$ cat config.mk
export PLATFORM = sky130hd
export DESIGN_NAME = uart_tx
export DESIGN_NICKNAME = d
export VERILOG_FILES = /design/src/rtl/uart_pkg.sv /design/src/rtl/uart_tx_serializer.sv /design/src/rtl/uart_tx.sv
export SDC_FILE = /design/constraint.sdc
export NUM_CORES = 1
export LEC_CHECK = 0
export CAP_MARGIN = 20
export CORE_UTILIZATION = 47
export DETAILED_ROUTE_END_ITERATION = 10
export PLACE_DENSITY = 0.75
export SYNTH_ARGS = -nofsm -noshare
export SYNTH_HDL_FRONTEND = slang
export SYNTH_SLANG_ARGS = --single-unit
$ cat constraint.sdc
create_clock -name clk_TX -period 2.7 [get_ports clk_TX]
set_input_delay 0.405 -clock clk_TX [delete_from_list [all_inputs] [get_ports clk_TX]]
set_output_delay 0.405 -clock clk_TX [all_outputs]
set_load 0.1 [all_outputs]
$ cat src/rtl/uart_pkg.sv
// Shared UART definitions: FSM state type, default width, line levels and the
// PAR_TYP even/odd convention used by both the transmitter and the receiver.
package uart_pkg;

    localparam int UART_DATA_WIDTH = 8;

    localparam logic LINE_IDLE  = 1'b1;
    localparam logic LINE_START = 1'b0;
    localparam logic LINE_STOP  = 1'b1;

    localparam logic PAR_EVEN = 1'b1;
    localparam logic PAR_ODD  = 1'b0;

    typedef enum logic [2:0] {
        ST_IDLE   = 3'd0,
        ST_START  = 3'd1,
        ST_DATA   = 3'd2,
        ST_PARITY = 3'd3,
        ST_STOP   = 3'd4
    } tx_state_e;

    // Even parity makes the total count of ones even, so the bit equals the
    // reduction XOR of the payload; odd parity is its complement.
    function automatic logic parity_bit(input logic red_xor, input logic par_typ);
        return (par_typ == PAR_ODD) ? ~red_xor : red_xor;
    endfunction

endpackage

$ cat src/rtl/uart_tx_serializer.sv
// Load/shift register and bit counter for the UART transmitter data phase.
// o_bit is the next bit to put on the line; o_done marks the last data bit.
module uart_tx_serializer
    import uart_pkg::*;
#(
    parameter int DATA_WIDTH = UART_DATA_WIDTH
) (
    input  logic                  clk_TX,
    input  logic                  rst,
    input  logic                  i_load,
    input  logic                  i_shift,
    input  logic                  i_cnt_clr,
    input  logic                  i_cnt_en,
    input  logic [DATA_WIDTH-1:0] i_data,
    output logic                  o_bit,
    output logic                  o_done
);

    localparam int CW = (DATA_WIDTH > 1) ? $clog2(DATA_WIDTH) : 1;

    logic [DATA_WIDTH-1:0] r_shift;
    logic [CW-1:0]         r_cnt;

    always_ff @(posedge clk_TX or negedge rst) begin
        if (!rst) begin
            r_shift <= '0;
            r_cnt   <= '0;
        end else begin
            if (i_load) begin
                r_shift <= i_data;
            end else if (i_shift) begin
                r_shift <= r_shift >> 1;
            end

            if (i_load || i_cnt_clr) begin
                r_cnt <= '0;
            end else if (i_cnt_en) begin
                r_cnt <= r_cnt + CW'(1);
            end
        end
    end

    assign o_bit  = r_shift[0];
    assign o_done = (r_cnt == CW'(DATA_WIDTH - 1));

endmodule

$ cat src/rtl/uart_tx.sv
// UART transmitter: start bit, DATA_WIDTH bits LSB first, optional parity, stop.
// Parity support is compiled in only when UART_TX_PARITY_EN is defined.
module uart_tx
    import uart_pkg::*;
#(
    parameter int DATA_WIDTH = UART_DATA_WIDTH
) (
    input  logic                  clk_TX,
    input  logic                  rst,
    input  logic [DATA_WIDTH-1:0] P_DATA,
    input  logic                  Data_Valid,
    input  logic                  PAR_EN,
    input  logic                  PAR_TYP,
    output logic                  TX_OUT,
    output logic                  Busy,
    output logic [2:0]            o_dbg_state
);

    tx_state_e r_state;
    tx_state_e w_next_state;
    logic      r_tx;
    logic      r_busy;
    logic      w_tx_next;
    logic      w_busy_next;
    logic      w_accept;
    logic      w_shift;
    logic      w_cnt_clr;
    logic      w_cnt_en;
    logic      w_bit;
    logic      w_done;
    logic      w_par_en;
    logic      w_par_bit;

    assign w_accept = (r_state == ST_IDLE) && Data_Valid;

    uart_tx_serializer #(
        .DATA_WIDTH (DATA_WIDTH)
    ) u_serializer (
        .clk_TX    (clk_TX),
        .rst       (rst),
        .i_load    (w_accept),
        .i_shift   (w_shift),
        .i_cnt_clr (w_cnt_clr),
        .i_cnt_en  (w_cnt_en),
        .i_data    (P_DATA),
        .o_bit     (w_bit),
        .o_done    (w_done)
    );

`ifdef UART_TX_PARITY_EN
    logic r_par_en;
    logic r_par_bit;

    // Parity of the accepted byte is fixed at accept, so later P_DATA or
    // PAR_TYP changes cannot disturb the frame in flight.
    always_ff @(posedge clk_TX or negedge rst) begin
        if (!rst) begin
            r_par_en  <= 1'b0;
            r_par_bit <= 1'b0;
        end else if (w_accept) begin
            r_par_en  <= PAR_EN;
            r_par_bit <= parity_bit(^P_DATA, PAR_TYP);
        end
    end

    assign w_par_en  = r_par_en;
    assign w_par_bit = r_par_bit;
`else
    logic w_unused_par;
    assign w_unused_par = &{1'b0, PAR_EN, PAR_TYP};
    assign w_par_en     = 1'b0;
    assign w_par_bit    = LINE_STOP;
`endif

    // Outputs are computed for the state being entered, so each state's line
    // level is visible during the same cycle the state is occupied.
    always_comb begin
        w_next_state = r_state;
        w_tx_next    = LINE_IDLE;
        w_busy_next  = 1'b1;
        w_shift      = 1'b0;
        w_cnt_clr    = 1'b0;
        w_cnt_en     = 1'b0;
        case (r_state)
            ST_IDLE: begin
                w_busy_next = 1'b0;
                if (Data_Valid) begin
                    w_next_state = ST_START;
                    w_tx_next    = LINE_START;
                    w_busy_next  = 1'b1;
                end
            end
            ST_START: begin
                w_next_state = ST_DATA;
                w_tx_next    = w_bit;
                w_shift      = 1'b1;
                w_cnt_clr    = 1'b1;
            end
            ST_DATA: begin
                if (w_done) begin
                    if (w_par_en) begin
                        w_next_state = ST_PARITY;
                        w_tx_next    = w_par_bit;
                    end else begin
                        w_next_state = ST_STOP;
                        w_tx_next    = LINE_STOP;
                    end
                end else begin
                    w_tx_next = w_bit;
                    w_shift   = 1'b1;
                    w_cnt_en  = 1'b1;
                end
            end
`ifdef UART_TX_PARITY_EN
            ST_PARITY: begin
                w_next_state = ST_STOP;
                w_tx_next    = LINE_STOP;
            end
`endif
            ST_STOP: begin
                w_next_state = ST_IDLE;
                w_tx_next    = LINE_IDLE;
                w_busy_next  = 1'b0;
            end
            default: begin
                w_next_state = ST_IDLE;
                w_busy_next  = 1'b0;
            end
        endcase
    end

    always_ff @(posedge clk_TX or negedge rst) begin
        if (!rst) begin
            r_state <= ST_IDLE;
            r_tx    <= LINE_IDLE;
            r_busy  <= 1'b0;
        end else begin
            r_state <= w_next_state;
            r_tx    <= w_tx_next;
            r_busy  <= w_busy_next;
        end
    end

    assign TX_OUT      = r_tx;
    assign Busy        = r_busy;
    assign o_dbg_state = r_state;

endmodule

-- Word-level counts from Yosys, hierarchy flattened
Cells that the tools add are included.
Widths: inputs -> output; s select.
- word-level logic and storage cells: 34
- input port bits: 13
- flip-flop bits (word level): 16
- reductions and logical operators: 7
- equality and inequality tests: 5
- $add $sub $neg: 1
- multiplexer cells: 16
- operators with widths (kind ; number):
    $mux 8 ; 2
    $mux 3 ; 4
    $pmux 3 s3 ; 1
    $mux 1 ; 6
    $pmux 1 s2 ; 2
    $reduce_bool 2->1 ; 2
    $add 3x1->3 const B ; 1
    $eq 3x1->1 const B ; 1
    $eq 3x2->1 const B ; 1
    $eq 3x3->1 const B ; 1
    $logic_not 3->1 ; 1
    $pmux 1 s3 ; 1
    $ne 2x1->1 const B ; 1
    $ne 2x2->1 const B ; 1
    $reduce_and 2->1 ; 1
    $reduce_or 2->1 ; 1
    $logic_and 1x1->1 ; 1
    $logic_or 1x1->1 ; 1

-- Logic depth before layout (Yosys ltp)
Gate-level depths: netlist of run 1.
- depth in word-level cells: 5
- mapped depth: 6

-- Hierarchy
A second synthesis of run 1 with hierarchy kept.
- cell total of the unflattened synthesis: 69
- area total of the unflattened synthesis: 793.3 sq um
- modules (own cells, without submodules) (module ; instances ; sequential area each (sq um) ; area each (sq um) ; cells an instance):
    uart_tx_serializer ; 1 ; 275.3 ; 540.5 ; 45
    uart_tx ; 1 ; 126.4 ; 252.7 ; 24

-- Worst setup path before layout of run 1
Ideal clock, no wire load.
- path type: register to register
- start: reg r_state[1] (netlist: o_dbg_state[1])
- end: reg u_serializer.r_shift[0]
- required time: 2.575 ns
- path buffers: 1
- stages on the path, launching flop included: 5
- arrival time: 2.125 ns
- slack: 0.450 ns
- setup time: 0.125 ns
- path through: dfrtp_1 or3b_1 buf_6 a21oi_4 mux2_2
- longest elaborated chain between the ends: 3
- elaborated cells between the ends (all ways): 7
- RTL lines (element ; line ; RTL):
    from (decl) ; uart_tx.sv:19 ; tx_state_e r_state;
    from (signal assigned) ; uart_tx.sv:138 ; r_state <= w_next_state;
    $eq 3x2->1, or another cell as far along ; uart_tx.sv:84 ; case (r_state)
    $pmux 1 s2 or $logic_and 1x1->1 (tied branches) ; uart_tx.sv:84, uart_tx.sv:34 ;
    $reduce_bool 2->1 (no source line) or $mux 8 (tied branches) ; n/a ;
    to (signal assigned) ; uart_tx_serializer.sv:30 ; r_shift <= i_data;
    to (signal assigned) ; uart_tx_serializer.sv:32 ; r_shift <= r_shift >> 1;
    to (decl) ; uart_tx_serializer.sv:21 ; logic [DATA_WIDTH-1:0] r_shift;
Parallel ways exist; a longest one is shown, timed or not.
A chain may end at the register's enable or synchronous reset.

-- Worst setup path after layout of run 1
- start: reg u_serializer.r_cnt[0]
- end: reg u_serializer.r_shift[1]
- longest elaborated chain between the ends: 4
- RTL lines (element ; line ; RTL):
    from (decl) ; uart_tx_serializer.sv:22 ; logic [CW-1:0] r_cnt;
    from (signal assigned) ; uart_tx_serializer.sv:38 ; r_cnt <= r_cnt + CW'(1);
    $eq 3x3->1 ; uart_tx_serializer.sv:44 ; assign o_done = (r_cnt == CW'(DATA_WIDTH - 1));
    $mux 1 ; uart_tx.sv:100 ; if (w_done) begin
    $pmux 1 s2 ; uart_tx.sv:84 ;
    $reduce_bool 2->1 (no source line) ; n/a ;
No other way between the ends.

==> metrics.md, run 1 <==
| Metric | Value |
|---|---|
| Syn-to-layout area delta | 23.4% |
| Crit Path Max Fanout | 7 |
| CTS tree | yes |
| Clock net sink count | 16 |
| Postcts setup bufs | 0 |
| First-pass GRT wire length | ~2300 um |
| Synth cell types | 18 |
| Vias/cell | about 5.6 |
| Worst Hold Class | reg2reg |
| Reg-to-Reg Start | u_serializer.r_cnt[0]$_DFFE_PN0P_ |
| DRC Markers | 0 |
| Power Density | 1280 nW/um2 |
| Routed len/inst | about 14 um |
| Mapped cell area | between 700 and 800 um2 |
| Worst slew pin tran | about 0.72 ns |
| # resized after CTS | 0 |
| R2R cell count | 5 |
| Drt total wl | about 1200 um |
| CTS buffer count | 3 |
| Yosys warns | 0 |
| Antenna violations before repair | 0 |
| Grt ovf | 0 |
| DR iter-0 viols | 8 |
| Input/output buffers | 15 |
| Starting density of the core | 50.4% |
| Syn nets | 68 |
| Clock slew at reported path FFs | about 0.090 ns |
| I/O pins | 18 |
| Fin Clk Skew | around 0.0018 ns |
| Reg2reg setup slack | 0.66 ns |
| Depth of the CTS H-tree | 1 |
| Cts hold-fix bufs | 0 |
| Fin cells | 86 |
| Core ar. | ~1500 um2 |
| Status | finished clean |
| F_max | roughly 0.5 GHz |
| Antenna cells | 0 |
| Final Cycle Share | between 70% and 80% |
| Critical Path Sink | u_serializer.r_shift[1]$_DFFE_PN0P_ |
| Seq cells post-synth | 16 |
| Clock latency on the worst-skew pair | around 0.28 ns |
| GRT Overall Usage | about 17% |
| CP Launch Type | flip-flop |
| Crit Path Category | reg2reg |
| Relative slew slack | around half |
| Row cnt | 14 |
| Placed Cells | 82 |
| Worst r2r dst | u_serializer.r_shift[1]$_DFFE_PN0P_ |
| Root buffer cell | clkbuf_4 |
| Worst Hold Path Cells | 1 |
| Final hold violations | 0 |
| CP endpoint kind | flip-flop |
| Maxcap violations | 0 |
| Max clock buf depth | 2 |
| Vias in the first global route | just over 500 |
| # setup viols final | 0 |
| Post-DRT Antenna Nets | 0 |
| TNS Setup | 0 ns |
| Die W | 42.2 um |
| Die H | approximately 42 um |
| Worst setup path startpoint | u_serializer.r_cnt[0]$_DFFE_PN0P_ |
| Worst Path Required | about 2.9 ns |
| Min Tclk post-route | 2.04 ns |
| Routability cong. | a little over 0.7 |
| Mapped Cells | 53 |
| Final-layout fill cell count | 132 |
| P_leak | roughly 0.43 nW |
| Full die area | ~1800 um2 |
| Worst IR Drop VDD | around 640 uV |
| Largest net degree at the start of global routing | 17 |
| Avg Synthesized Cell Area | ~14 um2 |
| DR vias | approximately 480 |
| Critical path data arrival time | about 2.2 ns |
| RSZ-0062 raised after global routing | false |
| Net count reported at finish | 86 |
| Max-slew violations | 0 |
| Layout cells sized above 1 | around 39% |
| Initial DRT Pass Iterations | 2 |
| Post-synthesis sequential area ratio | a little over half |
==> logic make-up (layout without fill, tap and decap cells) <==
family          after synthesis  in the layout  synth area share [%]
mux                          15             15                  22.2
fa+ha+maj                     2              2                  3.29
compound gates               10             10                  10.9
flops                        16             16                  52.9
simple gates                  8              8                  8.57
buf+inv                       2             19                  2.14
==> where the power goes <==
part / switching (W) / total [W] / internal (W) / leakage (nW)
logic: 0.000360 / 0.000622 / 0.000262 / 0.207
clock network: 0.0000752 / 0.000157 / 0.0000820 / 0.0210
registers: 0.0000713 / 0.000420 / 0.000349 / 0.199
total: 0.000507 / 0.00120 / 0.000693 / 0.427
==> cells in the mapped netlist, drive strengths merged <==
cell / n / area (um2)
nor4b: 1 / 23.8
dfrtp: 15 / 375
o21bai: 2 / 15.0
nor2: 3 / 11.3
a21o: 1 / 7.51
mux2: 15 / 169
or3b: 1 / 8.76
nor3b: 1 / 7.51
a211oi: 1 / 7.51
a21oi: 3 / 26.3
a22o: 3 / 26.3
dfstp: 1 / 26.3
nand2b: 1 / 6.26
ha: 2 / 25.0
buf: 2 / 16.3
or2b: 1 / 7.51
==> worst min-delay path by stage <==
| stage | start | slack [ns] | end |
|---|---|---|---|
| after floorplan | rst | 0.11 | Busy$_DFF_PN0_ |
| after global placement | u_serializer.r_shift[4]$_DFFE_PN0P_ | 0.49 | u_serializer.r_shift[4]$_DFFE_PN0P_ |
| after detailed placement | u_serializer.r_shift[5]$_DFFE_PN0P_ | 0.50 | u_serializer.r_shift[5]$_DFFE_PN0P_ |
| after CTS | u_serializer.r_shift[5]$_DFFE_PN0P_ | 0.52 | u_serializer.r_shift[5]$_DFFE_PN0P_ |
| after global routing | u_serializer.r_cnt[1]$_DFFE_PN0P_ | 0.54 | u_serializer.r_cnt[1]$_DFFE_PN0P_ |
| final | u_serializer.r_shift[5]$_DFFE_PN0P_ | 0.52 | u_serializer.r_shift[5]$_DFFE_PN0P_ |
==> sequential cells by signal, indices dropped and copies added (netlist names) <==
name                  cells
Busy                      1
o_dbg_state               3
u_serializer.r_cnt        3
TX_OUT                    1
u_serializer.r_shift      8
==> metal layers <==
| metal | GRT usage (%) | part of all wire [%] |
|---|---|---|
| met5 | 0 | 0 |
| met4 | 5.63 | 0.49 |
| met3 | 3.88 | 4.5 |
| met2 | 28.0 | 48 |
| met1 | 22.2 | 47 |
==> worst max-delay path, stage by stage, from the launching register on <==
cell	delay, ns
dfrtp_1	0.40
ha_1	0.20
ha_1	0.18
or3b_1	0.47
a21oi_4	0.31
mux2_2	0.38
==> layout by cell type, fill, tap and decap left out, types with 2 or more instances in the layout <==
| cell type | count |
|---|---|
| a21oi_1 | 2 |
| buf_4 | 5 |
| ha_1 | 2 |
| o21bai_1 | 2 |
| clkdlybuf4s50_1 | 10 |
| mux2_2 | 15 |
| nor2_1 | 3 |
| a22o_1 | 3 |
| dfrtp_1 | 15 |
| clkbuf_4 | 3 |
==> metrics by stage <==
stage | utilization, % | worst slack, ns | power (W) | instance area (um2) | hold WS [ns]
floorplan | - | 0.450 | 0.000941 | 759 | 0.109
global route | 62.2 | 0.566 | 0.00127 | 937 | 0.538
finish | 62.2 | 0.656 | 0.00120 | 937 | 0.516
CTS | 62.2 | 0.635 | 0.00122 | 937 | 0.519
detailed placement | 59.8 | 0.474 | 0.00106 | 901 | 0.497
global placement | 59.8 | 0.504 | 0.00103 | 901 | 0.486
==> area by class of cell <==
type	count	area [um2]	area share, %
Timing Repair Buffer	15	138	14.7
Sequential cell	16	402	42.9
Multi-Input combinational cell	35	342	36.4
Tap cell	16	20.0	2.14
Clock buffer	4	36.3	3.87
No activity file was read; power rests on OpenSTA's default activity.
==> inputs of run 2 (changes only) <==
CORE_UTILIZATION = 42   (was 47)
PLACE_DENSITY = 0.71   (was 0.75)
clock period = 1.8 ns   (was 2.7 ns; I/O delays follow)
==> metrics.md, run 2 (synthesis results as in run 1) <==
| Metric | Value |
|---|---|
| Violated checks | setup timing |
| TNS Setup | -0.524 ns (was 0 ns) |
| Initial DRT Pass Iterations | 4 (was 2) |
| Commonest non-fill, non-tap cell in the layout | dfrtp_1 |
| Power Density | 1940 nW/um2 (was 1280 nW/um2) |
| Relative slew slack | 79.0% (was 51.6%) |
| Fin Clk Skew | 0.00195 ns (was 0.00181 ns) |
| Antenna violations before repair | 0 (unchanged) |
| Reg2reg setup slack | -0.07 ns (was 0.66 ns) |
| Depth of the CTS H-tree | 1 (unchanged) |
| Full die area | 1980 um2 (was 1780 um2) |
| Worst Hold Class | in2async (was reg2reg) |
| DRC Markers | 0 (unchanged) |
| Starting density of the core | 44.5% (was 50.4%) |
| Maxcap violations | 0 (unchanged) |
| CP endpoint kind | flip-flop (unchanged) |
| Crit Path Category | reg2reg (unchanged) |
| Biggest register | u_serializer.r_shift (unchanged) |
| I/O pins | 18 (unchanged) |
| Layout cells sized above 1 | 55.6% (was 38.6%) |
| Crit Path Max Fanout | 7 (unchanged) |
| PnR worst setup slack | -0.0737 ns (was 0.656 ns) |
| First-pass GRT wire length | 2340 um (was 2290 um) |
| Max FFs per register | 8 (unchanged) |
| Die H | 44.5 um (was 42.2 um) |
| F_max | 0.534 GHz (was 0.489 GHz) |
| Worst slew pin tran | 0.315 ns (was 0.724 ns) |
| Final hold violations | 0 (unchanged) |
| Routability cong. | 0.738 (was 0.705) |
| Most frequent cells in the layout | dfrtp_1 (12), clkdlybuf4s50_1 (10), buf_4 (10), mux2_4 (8), mux2_2 (7) (was dfrtp_1 (15), mux2_2 (15), clkdlybuf4s50_1 (10), buf_4 (5)) |
| Status | complete, but fails checks (was finished clean) |
| CTS buffer count | 3 (unchanged) |
| Vias in the first global route | 528 (was 511) |
| Vias/cell | 5.15 (was 5.63) |
| Grt ovf | 0 (unchanged) |
| Largest net degree at the start of global routing | 17 (unchanged) |
| Post-DRT Antenna Nets | 0 (unchanged) |
| Reg-to-Reg Start | u_serializer.r_cnt[1]$_DFFE_PN0P_ (was u_serializer.r_cnt[0]$_DFFE_PN0P_) |
| Die W | 44.5 um (was 42.2 um) |
| Net count reported at finish | 97 (was 86) |
| GRT Overall Usage | 17.6% (was 17.0%) |
| Max-slew violations | 0 (unchanged) |
| P_leak | 0.525 nW (was 0.427 nW) |
| Routed len/inst | 13.8 um (was 14.4 um) |
| Clock net sink count | 16 (unchanged) |
| Worst r2r dst | u_serializer.r_shift[3]$_DFFE_PN0P_ (was u_serializer.r_shift[1]$_DFFE_PN0P_) |
| Final Cycle Share | 104% (was 75.7%) |
| Drt total wl | 1460 um (was 1240 um) |
| CTS tree | yes (unchanged) |
| DR vias | 546 (was 484) |
| Row cnt | 15 (was 14) |
| DP Wirelength | between 900 and 1000 um |
| Min Tclk post-route | 1.87 ns (was 2.04 ns) |
| Worst Path Required | 1.99 ns (was 2.87 ns) |
| Core ar. | 1710 um2 (was 1510 um2) |
| DR iter-0 viols | 1 (was 8) |
| Clock slew at reported path FFs | 0.10 ns (was 0.09 ns) |
| Critical path data arrival time | 2.06 ns (was 2.22 ns) |
| Input/output buffers | 15 (unchanged) |
| Clock latency on the worst-skew pair | 0.29 ns (was 0.28 ns) |
| Cts hold-fix bufs | 0 (unchanged) |
| CP Launch Type | flip-flop (unchanged) |
| R2R cell count | 6 (was 5) |
| Max clock buf depth | 2 (unchanged) |
| RSZ-0062 raised after global routing | true (was false) |
| Final-layout fill cell count | 126 (was 132) |
| Syn-to-layout area delta | 52.2% (was 23.4%) |
| Worst IR Drop VDD | 1190 uV (was 643 uV) |
| Final core utilization | 67.7% (was 62.2%) |
| Root buffer cell | clkbuf_4 (unchanged) |
| # setup viols final | 8 (was 0) |
| Antenna cells | 0 (unchanged) |
## run 2: cell types whose count changed in the layout (fill, tap and decap cells not counted), sizes merged
cell,delta
buf,+11
## run 2: worst max-delay path by stage
stage	start	slack [ns]	cells after the start	endpoint
global route	u_serializer.r_cnt[0]$_DFFE_PN0P_	-0.10	6	u_serializer.r_shift[3]$_DFFE_PN0P_
finish	u_serializer.r_cnt[1]$_DFFE_PN0P_	-0.07	6	u_serializer.r_shift[3]$_DFFE_PN0P_
CTS	u_serializer.r_cnt[1]$_DFFE_PN0P_	-0.07	6	u_serializer.r_shift[5]$_DFFE_PN0P_
floorplan	o_dbg_state[2]$_DFFE_PN0P_	-0.21	4	u_serializer.r_shift[0]$_DFFE_PN0P_
global placement	u_serializer.r_cnt[0]$_DFFE_PN0P_	-0.14	5	u_serializer.r_shift[6]$_DFFE_PN0P_
detailed placement	u_serializer.r_cnt[1]$_DFFE_PN0P_	-0.16	5	u_serializer.r_shift[5]$_DFFE_PN0P_
## run 2: final cells by class
class                      instances  area [um2]  area share (%)
tap                               25        31.3            2.71
clock buffer                       4        36.3            3.14
sequential                        16         410            35.5
timing repair buffer              26         287            24.8
multi-input combinational         35         392            33.9
## run 2: where the power goes
group          internal (W)  total, W  switching (W)
clock              0.000123  0.000242       0.000119
sequential         0.000533  0.000654       0.000120
combinational      0.000717   0.00134       0.000626
## run 2: through the flow
step | area [um2] | hold WS (ns) | power [W] | cells | setup slack (ns)
finish | 1160 | 0.289 | 0.00224 | 106 | -0.0737
global route | 1160 | 0.321 | 0.00234 | 106 | -0.102
CTS | 1160 | 0.302 | 0.00224 | 106 | -0.0671
detailed placement | 1030 | 0.493 | 0.00176 | 99 | -0.165
global placement | 1030 | 0.487 | 0.00172 | 99 | -0.144
floorplan | 774 | -0.0256 | 0.00142 | 53 | -0.205
## run 2: metal layers
| layer | track usage, % | wire length (um) | share of wire [%] | up-vias |
|---|---|---|---|---|
| met1 | 20.2 | 637 | 44 | 269 |
| met2 | 25.9 | 691 | 47 | 21 |
| met4 | 18.8 | 63 | 4.3 | 0 |
| met5 | 0 | 0 | 0 | - |
| li1 | - | - | - | 251 |
| met3 | 3.67 | 66 | 4.5 | 5 |
## run 2: worst max-delay path, cell delays in order, from the launching register on
cell	delay (ns)
dfrtp_1	0.40
ha_2	0.19
ha_4	0.15
or3b_4	0.39
a21oi_4	0.18
buf_12	0.15
mux2_4	0.30
## run 2: timing repair
action,in CTS,in global routing
setup buffers,3,0
gates resized for setup,14,0
pin swaps,7,3
endpoints found under the setup margin,11,11
